===== src/rtl/counter_chain_pkg.sv =====
// Shared definitions for the counter chain: stage slicing and standard
// time-of-day bounds (seconds, minutes, hours).
`ifndef COUNTER_CHAIN_PKG_SV
`define COUNTER_CHAIN_PKG_SV

// Part-select of stage k in a packed bus of w-bit stages.
`define CC_SLICE(k, w) ((k)*(w)) +: (w)

package counter_chain_pkg;

    localparam int SEC_MAX  = 59;
    localparam int MIN_MAX  = 59;
    localparam int HOUR_MAX = 23;

endpackage

`endif


===== src/rtl/counter_chain_stage.sv =====
// One modular up/down counter stage with carry/borrow pass-through.
// Ports: clk_i, rst_i, min_i, max_i, carry_i, borrow_i, clr_i, load_i,
//        load_value_i in; value_o, carry_o, borrow_o, wrap_o out.
module counter_chain_stage
    import counter_chain_pkg::*;
#(
    parameter int WIDTH = 6
) (
    input  logic             clk_i,
    input  logic             rst_i,
    input  logic [WIDTH-1:0] min_i,
    input  logic [WIDTH-1:0] max_i,
    input  logic             carry_i,
    input  logic             borrow_i,
    input  logic             clr_i,
    input  logic             load_i,
    input  logic [WIDTH-1:0] load_value_i,
    output logic [WIDTH-1:0] value_o,
    output logic             carry_o,
    output logic             borrow_o,
    output logic             wrap_o
);

    logic [WIDTH-1:0] r_value;
    logic             w_at_max;
    logic             w_at_min;

    // Inequalities (not equality) so out-of-range values still wrap.
    assign w_at_max = (r_value >= max_i);
    assign w_at_min = (r_value <= min_i);

    assign carry_o  = carry_i & w_at_max;
    assign borrow_o = borrow_i & w_at_min;
    assign wrap_o   = carry_o | borrow_o;
    assign value_o  = r_value;

    always_ff @(posedge clk_i or posedge rst_i) begin
        if (rst_i) begin
            r_value <= '0;
        end else if (clr_i) begin
            r_value <= min_i;
        end else if (load_i) begin
            r_value <= load_value_i;
        end else if (carry_i) begin
            r_value <= w_at_max ? min_i : r_value + 1'b1;
        end else if (borrow_i) begin
            r_value <= w_at_min ? max_i : r_value - 1'b1;
        end
    end

endmodule


===== src/rtl/counter_chain.sv =====
// Cascade of modular up/down counters with ripple carry/borrow (stage 0 LSB).
// Ports: clk_i, rst_i, min_i, max_i, inc_i, dec_i, clr_i, load_i,
//        load_value_i in; value_o, wrap_o, ovf_o, unf_o out.
module counter_chain
    import counter_chain_pkg::*;
#(
    parameter int NUM_STAGES = 3,
    parameter int WIDTH      = 6
) (
    input  logic                        clk_i,
    input  logic                        rst_i,
    input  logic [NUM_STAGES*WIDTH-1:0] min_i,
    input  logic [NUM_STAGES*WIDTH-1:0] max_i,
    input  logic                        inc_i,
    input  logic                        dec_i,
    input  logic                        clr_i,
    input  logic                        load_i,
    input  logic [NUM_STAGES*WIDTH-1:0] load_value_i,
    output logic [NUM_STAGES*WIDTH-1:0] value_o,
    output logic [NUM_STAGES-1:0]       wrap_o,
    output logic                        ovf_o,
    output logic                        unf_o
);

    logic                  w_step_ok;
    logic [NUM_STAGES:0]   w_carry;
    logic [NUM_STAGES:0]   w_borrow;

    // Clear, load and reset all block stepping, which also silences flags.
    assign w_step_ok   = ~(clr_i | load_i | rst_i);
    assign w_carry[0]  = w_step_ok & inc_i & ~dec_i;
    assign w_borrow[0] = w_step_ok & dec_i & ~inc_i;

    for (genvar k = 0; k < NUM_STAGES; k++) begin : g_stage
        counter_chain_stage #(
            .WIDTH(WIDTH)
        ) u_stage (
            .clk_i        (clk_i),
            .rst_i        (rst_i),
            .min_i        (min_i[`CC_SLICE(k, WIDTH)]),
            .max_i        (max_i[`CC_SLICE(k, WIDTH)]),
            .carry_i      (w_carry[k]),
            .borrow_i     (w_borrow[k]),
            .clr_i        (clr_i),
            .load_i       (load_i),
            .load_value_i (load_value_i[`CC_SLICE(k, WIDTH)]),
            .value_o      (value_o[`CC_SLICE(k, WIDTH)]),
            .carry_o      (w_carry[k+1]),
            .borrow_o     (w_borrow[k+1]),
            .wrap_o       (wrap_o[k])
        );
    end

    assign ovf_o = w_carry[NUM_STAGES];
    assign unf_o = w_borrow[NUM_STAGES];

endmodule

===== config.mk =====
export PLATFORM = sky130hd
export DESIGN_NAME = counter_chain
export DESIGN_NICKNAME = d
export VERILOG_FILES = /design/src/rtl/counter_chain_pkg.sv /design/src/rtl/counter_chain_stage.sv /design/src/rtl/counter_chain.sv
export SDC_FILE = /design/constraint.sdc
export NUM_CORES = 1
export LEC_CHECK = 0
export ABC_AREA = 1
export CORE_MARGIN = 8
export CORE_UTILIZATION = 30
export DETAILED_ROUTE_END_ITERATION = 8
export PLACE_DENSITY = 0.56
export SLEW_MARGIN = 25
export SYNTH_ARGS = -nofsm -noshare
export SYNTH_HDL_FRONTEND = slang
export SYNTH_SLANG_ARGS = --single-unit

===== constraint.sdc =====
create_clock -name clk_i -period 7.01 [get_ports clk_i]
set_input_delay 1.7525 -clock clk_i [delete_from_list [all_inputs] [get_ports clk_i]]
set_output_delay 1.7525 -clock clk_i [all_outputs]
set_load 0.1 [all_outputs]

### Word-level counts from Yosys, hierarchy flattened

Cells that the tools add are included.

| word-level totals | value |
|---|---|
| bits in read-only memories | 0 |
| memory bits (writable) | 0 |
| memories | 0 |
| input bits | 60 |
| logic and storage cells | 54 |
| output and inout port bits | 23 |
| latch bits | 0 |
| register bits | 18 |

| cells by class | value |
|---|---|
| reduce and logical (&&, ||, !) cells | 3 |
| multiply operators | 0 |
| bitwise gates (word level) | 18 |
| multiplexer cells | 18 |
| add/subtract/negate cells | 6 |
| eq/ne operators | 0 |
| shift-type cells | 0 |
| div/mod/pow operators | 0 |
| magnitude comparators | 6 |

Operator list:

| operator | number |
|---|---|
| $mux W6 | 18 |
| $add A6 B1 Y6 const B | 3 |
| $ge A6 B6 Y1 | 3 |
| $le A6 B6 Y1 | 3 |
| $sub A6 B1 Y6 const B | 3 |
| $reduce_bool A4 Y1 | 3 |
| $and A1 B1 Y1 | 10 |
| $or A1 B1 Y1 | 5 |
| $not A1 Y1 | 3 |

### Depth between registers and ports, before layout

| logic depth | value |
|---|---|
| depth after elaboration | 11 |
| gate-level depth with buffers | 15 |
| mapped depth without buffers | 14 |

### Hierarchy

From an unflattened synthesis, not the netlist that was laid out.

| unflattened totals | value |
|---|---|
| cell total of the unflattened synthesis | 594 |
| area, all modules | 3547.2 um^2 |

Modules (own cells, without submodules):

| module | cells each | sequential area each (um^2) | times used | area each (um^2) |
|---|---|---|---|---|
| counter_chain_stage | 195 | 150.1 | 3 | 1171.1 |
| counter_chain | 9 | 0.0 | 1 | 33.8 |

### Least setup slack after synthesis

No wires, ideal clock.

| path | value |
|---|---|
| kind | input port to output port |
| from | in min_i[17] |
| to | out unf_o |
| path slack | 1288 ps |
| required time | 5257 ps |
| buffers on the path | 0 |
| arrival | 3969 ps |
| cell stages on the path | 8 |
| path through | inv_1 ha_1 nand2_1 nor2_1 nand3_1 nand2_1 inv_1 nor2_1 |

| on the way | value |
|---|---|
| cells in the longest elaborated chain, start to end | 2 |

Ends and longest elaborated chain:

| what | line | RTL |
|---|---|---|
| from (decl) | counter_chain.sv:12 | `input logic [NUM_STAGES*WIDTH-1:0] min_i,` |
| $le A6 B6 Y1 | counter_chain_stage.sv:30 | `assign w_at_min = (r_value <= min_i);` |
| $and A1 B1 Y1 | counter_chain_stage.sv:33 | `assign borrow_o = borrow_i & w_at_min;` |
| to (decl) | counter_chain.sv:22 | `output logic unf_o` |

Every way passes these cells.

### Worst setup path in the final report

| path | value |
|---|---|
| from | in min_i[5] |
| to | out wrap_o[2] |

| on the way | value |
|---|---|
| cells in the longest elaborated chain, start to end | 5 |

Ends and longest elaborated chain:

| what | line | RTL |
|---|---|---|
| $le A6 B6 Y1 | counter_chain_stage.sv:30 |  |
| $and A1 B1 Y1 (3 in series) | counter_chain_stage.sv:33 |  |
| $or A1 B1 Y1 | counter_chain_stage.sv:34 | `assign wrap_o = carry_o \| borrow_o;` |
| to (decl) | counter_chain.sv:20 | `output logic [NUM_STAGES-1:0] wrap_o,` |

Every way passes these cells.

==> results.md <==
- Status: finished clean
- Worst Setup Path Type: input pin to primary output
- Critical path, cell by cell: clkdlybuf4s50_1 -> inv_1 -> ha_1 -> nand2_1 -> nor2_1 -> nand3_1 -> nand2_1 -> nand3_2 -> o22ai_1 -> buf_4
- WL per Instance: 13.9 um
- Worst Slack Setup Final: 1.23 ns
- # nets final: 707
- Commonest non-fill, non-tap cell in the layout: nand2_1
- Most used DFF post-synth: dfrtp_1
- Worst R2R End: g_stage[2].u_stage.value_o[1]$_DFFE_PP0P_
- Final slew viol count: 0
- Initial DRT Pass Iterations: 4
- Min cycle time layout: 5.78 ns
- # port buffers: 82
- Detailed-route vias per instance: 4.68
- Period utilization: 82.5%
- Max-Cap Viols: 0
- Hpwl dp: 8390 um
- Syn-to-layout area delta: 29.0%
- Syn. warnings: 0
- Worst slew pin tran: 0.995 ns
- Power per cell area: 176 nW/um^2
- Slew HR: 33.5%
- Hold Crit Depth: 2
- Clock transition at path regs: 0.07 ns
- Ports: 83
- Sequential fraction of the synthesis area: 13.9%
- Library cells used by synthesis: 34
- Synth Instances: 534
- Fmax: 0.173 GHz
- Global-route wire length before repair: 17500 um
- CTS resizes: 0
- Synth Net Count: 636
- Core footprint: 10700 um^2
- Critical Path Slowest Stage Cell: clkdlybuf4s50_1
- Hold endpoint: g_stage[0].u_stage.value_o[0]$_DFFE_PP0P_
- IR drop worst, VDD: 68.2 uV
- Static leakage: 2.21 nW
- Maximum root-to-sink buffer count: 2
- Dpl cell area: 4130 um^2
- Crit path arrival time: 4.03 ns
- Commonest cells after routing, fill and taps aside: nand2_1 (173), inv_1 (96), clkdlybuf4s50_1 (77)
- Share of cells above drive strength 1: 5.13%
- Gr usage total: 14.4%
- CP Max Fanout: 12
- Seq cells post-synth: 18
- Initial DRC count: 148
- CTS tree: done
- Clk sinks: 18
- Nature of the critical path startpoint: input pin
- # DRC: 0
- Worst Hold Class: flip-flop to flip-flop
- Root buf cell: clkbuf_8
- Max reg flops: 18
- Final instance area: 4190 um^2
- Htree depth: 1
- CP Capture Type: primary output
- Post-CTS Setup Inserts: 0
- Setup violators final: 0
- Worst path most repeated cell: nand2_1
- GP Congestion: 0.895
- Slowest stage delay, CP: 0.52 ns
- Internal reg-to-reg setup slack: 4.54 ns
- Reg-to-Reg Start: g_stage[1].u_stage.value_o[0]$_DFFE_PP0P_
- Layout Skew: 0.00450 ns
- EDFF count, synth: 0
- DP Worst Slack: 1.24 ns
- Synth top area share: 20.0%
- CTS hold repair buffers: 0
- Cell Area, Synth: 3250 um^2
- Register-to-Register Path Depth: 11
- RSZ-0062 raised after global routing: no
- Synth top area cells: nand2_1 (20%), ha_1 (16%), dfrtp_1 (14%), inv_1 (11%), nand3_1 (8.5%)
- Synthesized area per cell: 6.08 um^2
- Final Power: 0.735 mW
- Total gr overflow: 0
- Biggest area consumer among synthesized cells: nand2_1
- Vias in the first global route: 3496
- DR vias: 3480
- Largest net degree at the start of global routing: 20
- CTS Buf Count: 3
- DIE AREA: 14400 um^2
- Initial antenna violation count: 0
- Clock latency on the worst-skew pair: 0.25 ns
- Starting Density: 30.3%
- Die X: 120 um
- Setup_tns: 0 ns
- ANT cells: 0
- Detailed Route WL: 10300 um
- Die height: 120 um
- Row cnt: 38
- Worst EP required: 5.26 ns
- HP Start: g_stage[0].u_stage.value_o[0]$_DFFE_PP0P_
- Routed Antenna Nets: 0
- Ys async rst share: 100%
- Final hold viol count: 0
[cell usage after synthesis (7+ instances only)]
master and n:
o22ai_1 12, inv_1 96, ha_1 42, nand3_1 55
o211ai_1 7, nand2_1 173, nor2_1 31, xnor2_1 7
dfrtp_1 18, xor2_1 12, buf_2 7, a22oi_1 7
a21oi_1 17
[routing by layer]
metal  wire, um  share of wire, %  track usage, %  up-vias
met4         81              0.78            2.11        0
met1       4850                47            18.1     1573
li1           -                 -               -     1831
met2       4890                47            25.4       70
met5          0                 0               0        -
met3        525               5.1            2.58        6
[worst max path at each step]
stage | start | endpoint | slack, ns | cells after the start
global route | min_i[5] | wrap_o[2] | 1.01 | 10
global placement | clr_i | wrap_o[2] | 1.26 | 7
CTS | clr_i | unf_o | 1.23 | 7
floorplan | min_i[17] | unf_o | 1.29 | 8
finish | min_i[5] | wrap_o[2] | 1.23 | 10
detailed placement | clr_i | wrap_o[2] | 1.24 | 7
[cell families after synthesis]
kind of cell / Yosys count / synth area share (%)
flip-flops: 18 / 13.9
adder cells (fa/ha/maj): 42 / 16.2
AO/OA/AOI/OAI: 57 / 11.2
XOR/XNOR: 19 / 5.13
AND/OR/NAND/NOR: 278 / 38.2
buffers and inverters: 120 / 15.5
[stage by stage]
| step | std cells | hold slack [ns] | utilization [%] |
|---|---|---|---|
| after floorplan | 534 | 1.01 | - |
| after global placement | 740 | 0.588 | 38.6 |
| after detailed placement | 740 | 0.587 | 38.6 |
| after CTS | 744 | 0.605 | 39.1 |
| after global routing | 744 | 0.654 | 39.1 |
| final | 744 | 0.614 | 39.1 |
[cell type report]
cell class,count,area (um^2)
fillers,1185,6510
multi-input cells,396,2290
repair buffers,84,823
flip-flops and latches,18,450
inverters,102,388
well taps,140,175
clock buffers,4,55.1
[power by group]
| group | internal, mW | switching (mW) | leakage [nW] |
|---|---|---|---|
| registers | 0.119 | 0.0429 | 0.209 |
| clock network | 0.0499 | 0.0378 | 0.0288 |
| logic | 0.166 | 0.320 | 1.97 |
| total | 0.335 | 0.400 | 2.21 |
[critical path: cells and delay by family]
family,cells,cell delay [ns]
fa+ha+maj,1,0.30
simple gates,5,0.86
buf+inv,3,0.91
compound gates,1,0.18
No activity file was read; power rests on OpenSTA's default activity.
